$ cat config.mk
export PLATFORM = sky130hd
export DESIGN_NAME = funnel
export DESIGN_NICKNAME = d
export VERILOG_FILES = /design/src/rtl/funnel.sv
export SDC_FILE = /design/constraint.sdc
export NUM_CORES = 1
export LEC_CHECK = 0
export CORE_MARGIN = 5
export CORE_UTILIZATION = 30
export CTS_BUF_LIST = sky130_fd_sc_hd__clkbuf_16
export CTS_CLUSTER_DIAMETER = 30
export DETAILED_ROUTE_END_ITERATION = 10
export GPL_TIMING_DRIVEN = 0
export PLACE_DENSITY = 0.59
export SLEW_MARGIN = 10
export SYNTH_ARGS = -nofsm -noshare
export SYNTH_HDL_FRONTEND = slang
export SYNTH_SLANG_ARGS = --single-unit
$ cat constraint.sdc
create_clock -name clk -period 3.1 [get_ports clk]
set_clock_uncertainty 0.2 [all_clocks]
set_input_delay 0.62 -clock clk [delete_from_list [all_inputs] [get_ports clk]]
set_output_delay 0.62 -clock clk [all_outputs]
set_load 0.02 [all_outputs]
$ cat src/rtl/funnel.sv
// Round-robin N:1 funnel: one holding register per lane feeding a registered output stage.
// Optional output parity bit enabled with FUNNEL_PARITY_EN.
module funnel #(
  parameter int WIRE = 3,
  parameter int WAY  = 2
) (
  input  logic                             clk,
  input  logic                             rst_n,
  input  logic [(2**WAY)*(2**WIRE)-1:0]    in,
  input  logic [2**WAY-1:0]                in_valid,
  output logic [2**WAY-1:0]                in_ready,
  output logic [2**WIRE-1:0]               out,
  output logic [WAY-1:0]                   out_lane,
  output logic                             out_valid,
  input  logic                             out_ready
`ifdef FUNNEL_PARITY_EN
  ,
  output logic                             out_par
`endif
);

  localparam int unsigned N = 2**WAY;
  localparam int unsigned W = 2**WIRE;

  logic [W-1:0]   hold [N];
  logic [N-1:0]   full;
  logic [N-1:0]   drain;
  logic [N-1:0]   capture;
  logic [WAY-1:0] ptr;
  logic [WAY-1:0] grant;
  logic [WAY-1:0] idx;
  logic           any_full;
  logic           load;
  logic           grant_valid;

  // First full lane at or after ptr, wrapping naturally in WAY bits.
  always_comb begin
    grant    = '0;
    idx      = '0;
    any_full = 1'b0;
    for (int unsigned k = 0; k < N; k++) begin
      idx = ptr + k[WAY-1:0];
      if (!any_full && full[idx]) begin
        grant    = idx;
        any_full = 1'b1;
      end
    end
  end

  assign load        = !out_valid || out_ready;
  assign grant_valid = load && any_full;

  always_comb begin
    drain = '0;
    for (int unsigned i = 0; i < N; i++) begin
      drain[i] = grant_valid && (grant == WAY'(i));
    end
  end

  // A lane being drained this cycle can accept its next word on the same edge.
  assign in_ready = rst_n ? (~full | drain) : '0;
  assign capture  = in_valid & in_ready;

  always_ff @(posedge clk) begin
    for (int unsigned i = 0; i < N; i++) begin
      if (capture[i]) begin
        hold[i] <= in[i*W +: W];
      end
    end
  end

  always_ff @(posedge clk) begin
    if (!rst_n) begin
      full      <= '0;
      ptr       <= '0;
      out_valid <= 1'b0;
      out       <= '0;
      out_lane  <= '0;
    end else begin
      for (int unsigned i = 0; i < N; i++) begin
        if (capture[i]) begin
          full[i] <= 1'b1;
        end else if (drain[i]) begin
          full[i] <= 1'b0;
        end
      end
      if (grant_valid) begin
        ptr <= grant + WAY'(1);
      end
      if (load) begin
        out_valid <= any_full;
        if (any_full) begin
          out      <= hold[grant];
          out_lane <= grant;
        end
      end
    end
  end

`ifdef FUNNEL_PARITY_EN
  always_ff @(posedge clk) begin
    if (!rst_n) begin
      out_par <= 1'b0;
    end else if (grant_valid) begin
      out_par <= ^hold[grant];
    end
  end
`endif

endmodule

== Word level (Yosys, flattened, before mapping) ==
Memory sizes are Yosys's and may differ from the RTL's. A register that Yosys moved wholly into a read port is not among the register bits.
Cells that the tools add are included.

* Input bits: 39
* Register bits: 9
* Output and inout bits: 15
* Memories: 1
* RAM bits: 32

* Muxes and demuxes: 33
* Reductions and logical operators: 20
* Eq/ne operators: 3
* Add/sub/neg operators: 4
* Bitwise gates (word level): 3
* $lt $le $gt $ge: 4

{| class="wikitable"
|+ Memories
! memory !! depth !! width !! read ports !! clocked after Yosys merged registers in !! write ports !! RTL line !! source
|-
| hold || 4 || 8 || 1 || 1 || 4 || 25 || <nowiki>logic [W-1:0] hold [N];</nowiki>
|}

{| class="wikitable"
|+ Operators with widths
! cell !! number
|-
| $mux W1 || 24
|-
| $lt A2 B3 Y1 const B || 4
|-
| $bmux W1 S2 || 4
|-
| $logic_and A1 B1 Y1 || 8
|-
| $mux W2 || 4
|-
| $reduce_bool A2 Y1 || 4
|-
| $logic_not A1 Y1 || 5
|-
| $add A2 B1 Y2 const B || 2
|-
| $add A2 B2 Y2 const B || 2
|-
| $and A4 B4 Y4 || 1
|-
| $eq A2 B2 Y1 const B || 2
|-
| $mux W4 || 1
|-
| $not A4 Y4 || 1
|-
| $or A4 B4 Y4 || 1
|-
| $eq A2 B1 Y1 const B || 1
|-
| $logic_not A2 Y1 || 1
|-
| $reduce_and A2 Y1 || 1
|-
| $logic_or A1 B1 Y1 || 1
|}

== Depth between registers and ports, before layout ==
Gate-level depths: netlist of run 1.

* Word-level depth: 19
* Depth in mapped cells: 7
* Gate-level depth less buffers: 5

== Worst setup path before layout of run 1 ==
No wires, ideal clock.

* Kind: input port to output port
* Start: input port out_ready
* End: output port in_ready[1]
* Path buffers: 0
* Slack: 0.612 ns
* Cell stages on the path: 5
* Arrival time: 1.668 ns
* Cells stage by stage: inv_1 a21o_1 or4_1 o21ai_1 and2_1

* Longest elaborated chain between the ends: 5

{| class="wikitable"
|+ Ends and longest elaborated chain
! element !! RTL line !! source
|-
| start: declaration || 15 || <nowiki>input logic out_ready</nowiki>
|-
| $logic_or A1 B1 Y1 || 50 || <nowiki>assign load = !out_valid || out_ready;</nowiki>
|-
| $logic_and A1 B1 Y1 || 51 || <nowiki>assign grant_valid = load && any_full;</nowiki>
|-
| $logic_and A1 B1 Y1 || 56 || <nowiki>drain[i] = grant_valid && (grant == WAY'(i));</nowiki>
|-
| $or A4 B4 Y4 || 61 || <nowiki>assign in_ready = rst_n ? (~full | drain) : '0;</nowiki>
|-
| $mux W4 || 61 ||
|-
| end: declaration || 11 || <nowiki>output logic [2**WAY-1:0] in_ready,</nowiki>
|}

Every way passes these cells.

== Worst setup path after layout of run 1 ==
* Start: input port out_ready
* End: output port in_ready[3]

Same word-level chain as after synthesis.

==> summary.md, run 1 <==
| Metric | Value |
|---|---|
| Max_cap viols | `0` |
| Fin. max-slew vios | `0` |
| Post-Place Worst Slack | `-0.586 ns` |
| # clock sinks | `49` |
| Filler Cells Inserted | `613` |
| Vias | `1351` |
| WP data required | `2.28 ns` |
| Root Driver | `clkbuf_16` |
| Hpwl dp | `3260 um` |
| Syn Nets | `182` |
| Slew @ Worst Pin | `0.473 ns` |
| Crit path max fanout | `3` |
| Initial antenna violation count | `0` |
| Simple-gate share of the synthesized area | `10.2%` |
| Adder-cell share of the synthesized area | `0%` |
| Share of cells above drive strength 1 | `11.1%` |
| Gr ovfl total | `0` |
| Tightest Hold Check Type | `flop to flop` |
| Status | `finished, final reports clean` |
| Wire length per cell | `15.6 um` |
| I/O pin count | `54` |
| Port bufs | `53` |
| Num CTS Buffers | `5` |
| Mapped cell area | `0.00194 mm^2` |
| Final Util | `44.4%` |
| Met1 Track Usage GR | `11.3%` |
| Core area | `0.00631 mm^2` |
| Largest family of logic cells by synthesized area | `compound AO/OA/AOI/OAI gates` |
| Layout Nets | `245` |
| CTS tree | `done` |
| Post-synthesis average cell area | `13.6 um^2` |
| Synth cell types | `28` |
| Grt met3 use | `3.25%` |
| Area growth from synthesis to layout | `44.1%` |
| Tcrit/Tclk final | `96.6%` |
| Crit end category | `output port` |
| Initial core utilization | `30.8%` |
| CP Class | `primary input to output port` |
| Multiplexer area fraction after synthesis | `8.24%` |
| CP startpoint kind | `primary input` |
| Register area | `0.00130 mm^2` |
| Final instance area | `0.00280 mm^2` |
| First-pass GRT wire length | `6840 um` |
| Cell Pwr Density | `633 mW/mm^2` |
| Placed inst area | `0.00257 mm^2` |
| CTS Buffer Depth | `2` |
| Die Ht | `90.5 um` |
| Largest cells by area after synthesis | `edfxtp_1, dfxtp_1, mux2i_1, o221ai_1, a21boi_0` |
| Total Power | `0.00177 W` |
| Endpoints failing setup | `0` |
| Post-synth top flop | `edfxtp_1` |
| Met2 Track Usage GR | `19.6%` |
| LEAKAGE | `1.06 nW` |
| Post-route DRC | `0` |
| Cell Rows | `29` |
| Worst rel slew slack | `68.4%` |
| RSZ-0062 raised after global routing | `false` |
| Via/cell ratio | `4.76` |
| Post-synthesis instance total | `143` |
| Antenna Nets Post-Route | `0` |
| Synth area leader | `edfxtp_1` |
| Final GP Congestion | `0.775` |
| Setup WS post-layout | `0.105 ns` |
| Worst-Skew Late Latency | `0.28 ns` |
| Synth warn | `0` |
| Ant diodes | `0` |
| Pin count of the biggest net entering global routing | `15` |
| Seq cells post-synth | `49` |
| Asr flop ratio synth | `0%` |
| Clock transition at the registers of the reported paths | `0.06 ns` |
| Synth Area in XOR/XNOR | `0.451%` |
| Die area | `0.00819 mm^2` |
| Drt total wl | `4420 um` |
| Global route hottest layer | `met2` |
| Worst EP arrival | `2.17 ns` |
| Total Routing Usage GR | `10.6%` |
| Sequential element share of the synthesized area | `67.0%` |
| Synth Area in Compound Gates | `10.8%` |
| Fin. Hold Viols | `0` |
| 1st-iter DRT viols | `89` |
| Multi-input gate area | `617 um^2` |
| Die width | `90.5 um` |
| Fmax | `334 MHz` |
| CTS Hold Bufs | `0` |
| H-tree depth | `2` |
| EDFF count, synth | `32` |
| Peak supply drop | `0.371 mV` |
| Min Tclk post-route | `2.99 ns` |
| Initial DRT Pass Iterations | `4` |
| Top-area cell type share of the netlist area | `49.5%` |
| Number of global-route vias before repair | `1405` |
==> cells by family after synthesis <==
group	count (synthesis)
xor gates and xnor gates	1
and+or+nand+nor	36
muxes	16
buffers and inverters	11
AOI/OAI and AO/OA	30
DFF	49
==> state kept, by name (all words and copies together), names as in the netlist <==
register / flops
hold: 32
out: 8
full: 4
out_lane: 2
ptr: 2
out_valid: 1
==> cell type report <==
type	instances	share of cell area, %
well taps	77	3.44
multi-input cells	83	22.0
clock buffers	5	4.47
clock inverters	3	1.34
plain buffers	5	1.56
inverters	6	0.804
flip-flops and latches	49	46.5
repair buffers	56	19.8
==> what timing repair did <==
item | 4_1_cts | 5_1_grt
buffers inserted | 3 | 0
resized for setup | 22 | 5
pin swaps | 3 | 0
setup endpoints to repair | 4 | 3
==> power by group <==
| group | switching [W] | internal, W |
|---|---|---|
| logic | 0.000191 | 0.000203 |
| registers | 0.0000360 | 0.000757 |
| clock network | 0.000211 | 0.000374 |
| total | 0.000439 | 0.00133 |
==> routing by layer <==
layer	share of wire, %	wire, um
met1	39	1750
met3	6.2	276
met5	0	0
met2	53	2360
met4	0.86	38
==> synthesized netlist by cell type (all sizes together) (3+ instances only) <==
master / n
inv: 6
edfxtp: 32
and2: 5
a21oi: 6
dfxtp: 17
nand3: 10
nand2: 4
clkbuf: 3
a21boi: 8
o21ai: 6
mux2i: 16
o221ai: 8
nand2b: 3
and3: 4
==> metrics by stage <==
| stage | setup TNS, ns | hold slack, ns | std cells |
|---|---|---|---|
| 6_report | 0 | 0.264 | 284 |
| 5_1_grt | 0 | 0.290 | 284 |
| 4_1_cts | 0 | 0.270 | 284 |
| 3_5_place_dp | -2.56 | 0.261 | 273 |
| 3_3_place_gp | -2.81 | 0.256 | 273 |
| 2_1_floorplan | 0 | 0.309 | 143 |
==> final timing paths <==
path	from	end	slack, ns	cells past startpoint
worst max-delay path	out_ready	in_ready[3]	0.11	7
worst min-delay path	out_lane[0]$_SDFFE_PN0P_	out_lane[0]$_SDFFE_PN0P_	0.26	2
worst max register to register	full[3]$_SDFFE_PN0P_	hold[1][1]$_DFFE_PP_	0.57	6
worst min register to register	out_lane[0]$_SDFFE_PN0P_	out_lane[0]$_SDFFE_PN0P_	0.26	2
==> critical path: stages <==
cell	delay [ns]
dlygate4sd2_1	0.21
inv_2	0.04
a21o_1	0.17
or4_4	0.50
o21ai_1	0.21
and2_1	0.17
clkdlybuf4s15_2	0.26
==> placed cells by master (no fill, tap or decap), drive strengths merged, types with 3 or more instances in the layout <==
cell and n:
inv 7, and3 4, a21oi 6, o221ai 8, o21ai 6, mux2i 16
nand3 10, dfxtp 17, nand2b 3, buf 6, dlygate4sd2 3, edfxtp 32
clkdlybuf4s50 48, clkbuf 8, a21boi 8, nand2 4, and2 5
Power figures use the tool's default switching activity.
==> inputs of run 2 (changes only) <==
--- a/config.mk
+++ b/config.mk
@@ -12,6 +12,7 @@
 export DETAILED_ROUTE_END_ITERATION = 10
 export GPL_TIMING_DRIVEN = 0
 export PLACE_DENSITY = 0.59
+export SETUP_SLACK_MARGIN = 0.05
 export SLEW_MARGIN = 10
 export SYNTH_ARGS = -nofsm -noshare
 export SYNTH_HDL_FRONTEND = slang
==> run 2 against run 1 <==
Net effect: utilization decreased by 0.20 points; sequential share of layout area increased by 0.16 points; die area unchanged; critical path depth decreased by 1; sequential power about the same; wire length decreased by 0.66%; power decreased by 0.32%; flip-flop and latch count unchanged; clock power about the same; setup slack improved by 0.088 ns; combinational power decreased by 1%.
==> summary.md, run 2 (synthesis results as in run 1) <==
| Metric | Value |
|---|---|
| Status | `finished, final reports clean` |
| Fin. max-slew vios | `0 (unchanged)` |
| CP Class | `flop to output port` |
| RSZ-0062 raised after global routing | `false` |
| Total Routing Usage GR | `10.6% (-0.017 points)` |
| CP Capture Point | `in_ready[1]` |
| H-tree depth | `2 (unchanged)` |
| Clock transition at the registers of the reported paths | `0.06 ns (about the same)` |
| Wire length per cell | `15.6 um (about the same)` |
| Reg2Reg Depth | `5 (-1)` |
| Vias | `1348 (-0.22%)` |
| Layout Nets | `243 (-0.82%)` |
| Worst EP arrival | `2.09 ns (-0.08 ns)` |
| Most common cell after layout, fill and taps aside | `clkdlybuf4s50_1` |
| Via/cell ratio | `4.78 (+0.49%)` |
| Share of cells above drive strength 1 | `10.2% (-0.87 points)` |
| LEAKAGE | `1.06 nW (-0.80%)` |
| Drt total wl | `4390 um (-0.66%)` |
| CP Cell Sequence | `nor4_2, a21o_1, or4_4, o21ai_4, and2_4, buf_6` |
| FF-to-FF End | `hold[1][1]$_DFFE_PP_` |
| Most frequent cells in the layout | `clkdlybuf4s50_1, edfxtp_1, dfxtp_1` |
| Die area | `0.00819 mm^2 (unchanged)` |
| Tightest Hold Check Type | `flop to flop` |
| Die width | `90.5 um (unchanged)` |
| Worst-Skew Late Latency | `0.28 ns (about the same)` |
| First-pass GRT wire length | `6830 um (-0.19%)` |
| Num CTS Buffers | `5 (unchanged)` |
| CP startpoint kind | `flop` |
| Fmax | `344 MHz (+3.0%)` |
| Antenna Nets Post-Route | `0 (unchanged)` |
| WP data required | `2.28 ns (about the same)` |
| Ant diodes | `0 (unchanged)` |
| Hpwl dp | `3260 um (unchanged)` |
| Area growth from synthesis to layout | `43.5%` |
| # clock sinks | `49 (unchanged)` |
| Die Ht | `90.5 um (unchanged)` |
| Cell Rows | `29 (unchanged)` |
| Crit path launch | `full[3]$_SDFFE_PN0P_` |
| Peak supply drop | `0.372 mV (+0.31%)` |
| Post-route DRC | `0 (unchanged)` |
| Core area | `0.00631 mm^2 (unchanged)` |
| Slew @ Worst Pin | `0.471 ns (-0.00255 ns)` |
| Cell Pwr Density | `634 mW/mm^2 (+0.13%)` |
| Total Power | `0.00177 W (-0.32%)` |
| Crit path max fanout | `6 (+3)` |
| Fin. Hold Viols | `0 (unchanged)` |
| I/O pin count | `54 (unchanged)` |
| CTS Buffer Depth | `2 (unchanged)` |
| Crit end category | `output port` |
| 1st-iter DRT viols | `80 (-10%)` |
| Port bufs | `53 (unchanged)` |
| Worst R2R Start | `full[3]$_SDFFE_PN0P_` |
| Max reg flops | `32 (unchanged)` |
| CP max stage cell | `or4_4` |
| Final GP Congestion | `0.775 (unchanged)` |
| Initial core utilization | `30.8% (unchanged)` |
| Crit path largest cell delay | `0.54 ns (+0.04 ns)` |
| Total negative slack | `0 ns (unchanged)` |
| Initial antenna violation count | `0 (unchanged)` |
| Min Tclk post-route | `2.91 ns (-0.0885 ns)` |
| Reg with most FFs | `hold` |
| Tcrit/Tclk final | `93.8% (-2.9 points)` |
| Largest regs | `hold x32, out x8, full x4` |
| Number of global-route vias before repair | `1404 (-0.071%)` |
| Max_cap viols | `0 (unchanged)` |
| R2R setup slack | `0.56 ns (about the same)` |
| Gr ovfl total | `0 (unchanged)` |
| Initial DRT Pass Iterations | `4 (unchanged)` |
| Pin count of the biggest net entering global routing | `15 (unchanged)` |
| Worst rel slew slack | `68.6% (+0.17 points)` |
| Root Driver | `clkbuf_16` |
| CTS tree | `done` |
| Endpoints failing setup | `0 (unchanged)` |
run 2: changes by cell type in the layout (fill, tap and decap cells not counted):
| cell | before | now |
|---|---|---|
| dfxtp_1 | 16 | 17 |
| o21ai_4 | 1 | 2 |
| dfxtp_2 | 1 | 0 |
| buf_6 | 3 | 2 |
| clkdlybuf4s15_2 | 1 | 0 |
| o21ai_1 | 3 | 2 |
run 2: power breakdown:
group	switching [W]	internal (W)
clock	0.000210	0.000374
combinational	0.000194	0.000196
sequential	0.0000363	0.000757
total	0.000440	0.00133
run 2: through the flow:
| stage | utilization (%) | setup WS, ns | cell area (um^2) | hold WS [ns] | instances |
|---|---|---|---|---|---|
| floorplan | - | 0.612 | 1940 | 0.309 | 143 |
| CTS | 44.0 | 0.0320 | 2780 | 0.270 | 282 |
| finish | 44.2 | 0.194 | 2790 | 0.264 | 282 |
| global route | 44.2 | 0.121 | 2790 | 0.290 | 282 |
| global placement | 40.7 | -0.609 | 2570 | 0.256 | 273 |
| detailed placement | 40.7 | -0.586 | 2570 | 0.261 | 273 |
run 2: layout make-up:
| class | instances | area, um^2 |
|---|---|---|
| plain buffers | 5 | 43.8 |
| inverters | 6 | 22.5 |
| flip-flops and latches | 49 | 1300 |
| clock buffers | 5 | 125 |
| well taps | 77 | 96.3 |
| clock inverters | 3 | 37.5 |
| fillers | 612 | 3530 |
| multi-input cells | 83 | 628 |
| repair buffers | 54 | 533 |
run 2: worst min path at each step:
stage / from / to / slack (ns) / depth (start not counted)
after floorplan: hold[3][2]$_DFFE_PP_ / out[2]$_SDFFE_PN0P_ / 0.31 / 2
after global placement: out_lane[0]$_SDFFE_PN0P_ / out_lane[0]$_SDFFE_PN0P_ / 0.26 / 2
after detailed placement: out_lane[0]$_SDFFE_PN0P_ / out_lane[0]$_SDFFE_PN0P_ / 0.26 / 2
after CTS: out_lane[0]$_SDFFE_PN0P_ / out_lane[0]$_SDFFE_PN0P_ / 0.27 / 2
after global routing: out_lane[0]$_SDFFE_PN0P_ / out_lane[0]$_SDFFE_PN0P_ / 0.29 / 2
final: out_lane[0]$_SDFFE_PN0P_ / out_lane[0]$_SDFFE_PN0P_ / 0.26 / 2
run 2: critical path, delay by kind of cell, from the launching register on:
| family | cells | cell delay, ns |
|---|---|---|
| flops | 1 | 0.47 |
| buf+inv | 1 | 0.11 |
| compound gates | 2 | 0.40 |
| simple gates | 3 | 0.83 |
run 2: repair_timing:
action / in CTS / in global routing
setup endpoints to repair: 4 / 2
cloned: 0 / 0
resized for setup: 25 / 4
buffers inserted: 1 / 0
hold buffers: 0 / 0
pin swaps: 3 / 0
run 2: layer usage:
layer,GRT usage (%),up-vias,wire (um)
met3,3.25,4,277
li1,-,662,-
met2,19.6,40,2340
met4,3.47,0,38
met5,0,-,0
met1,11.2,642,1740
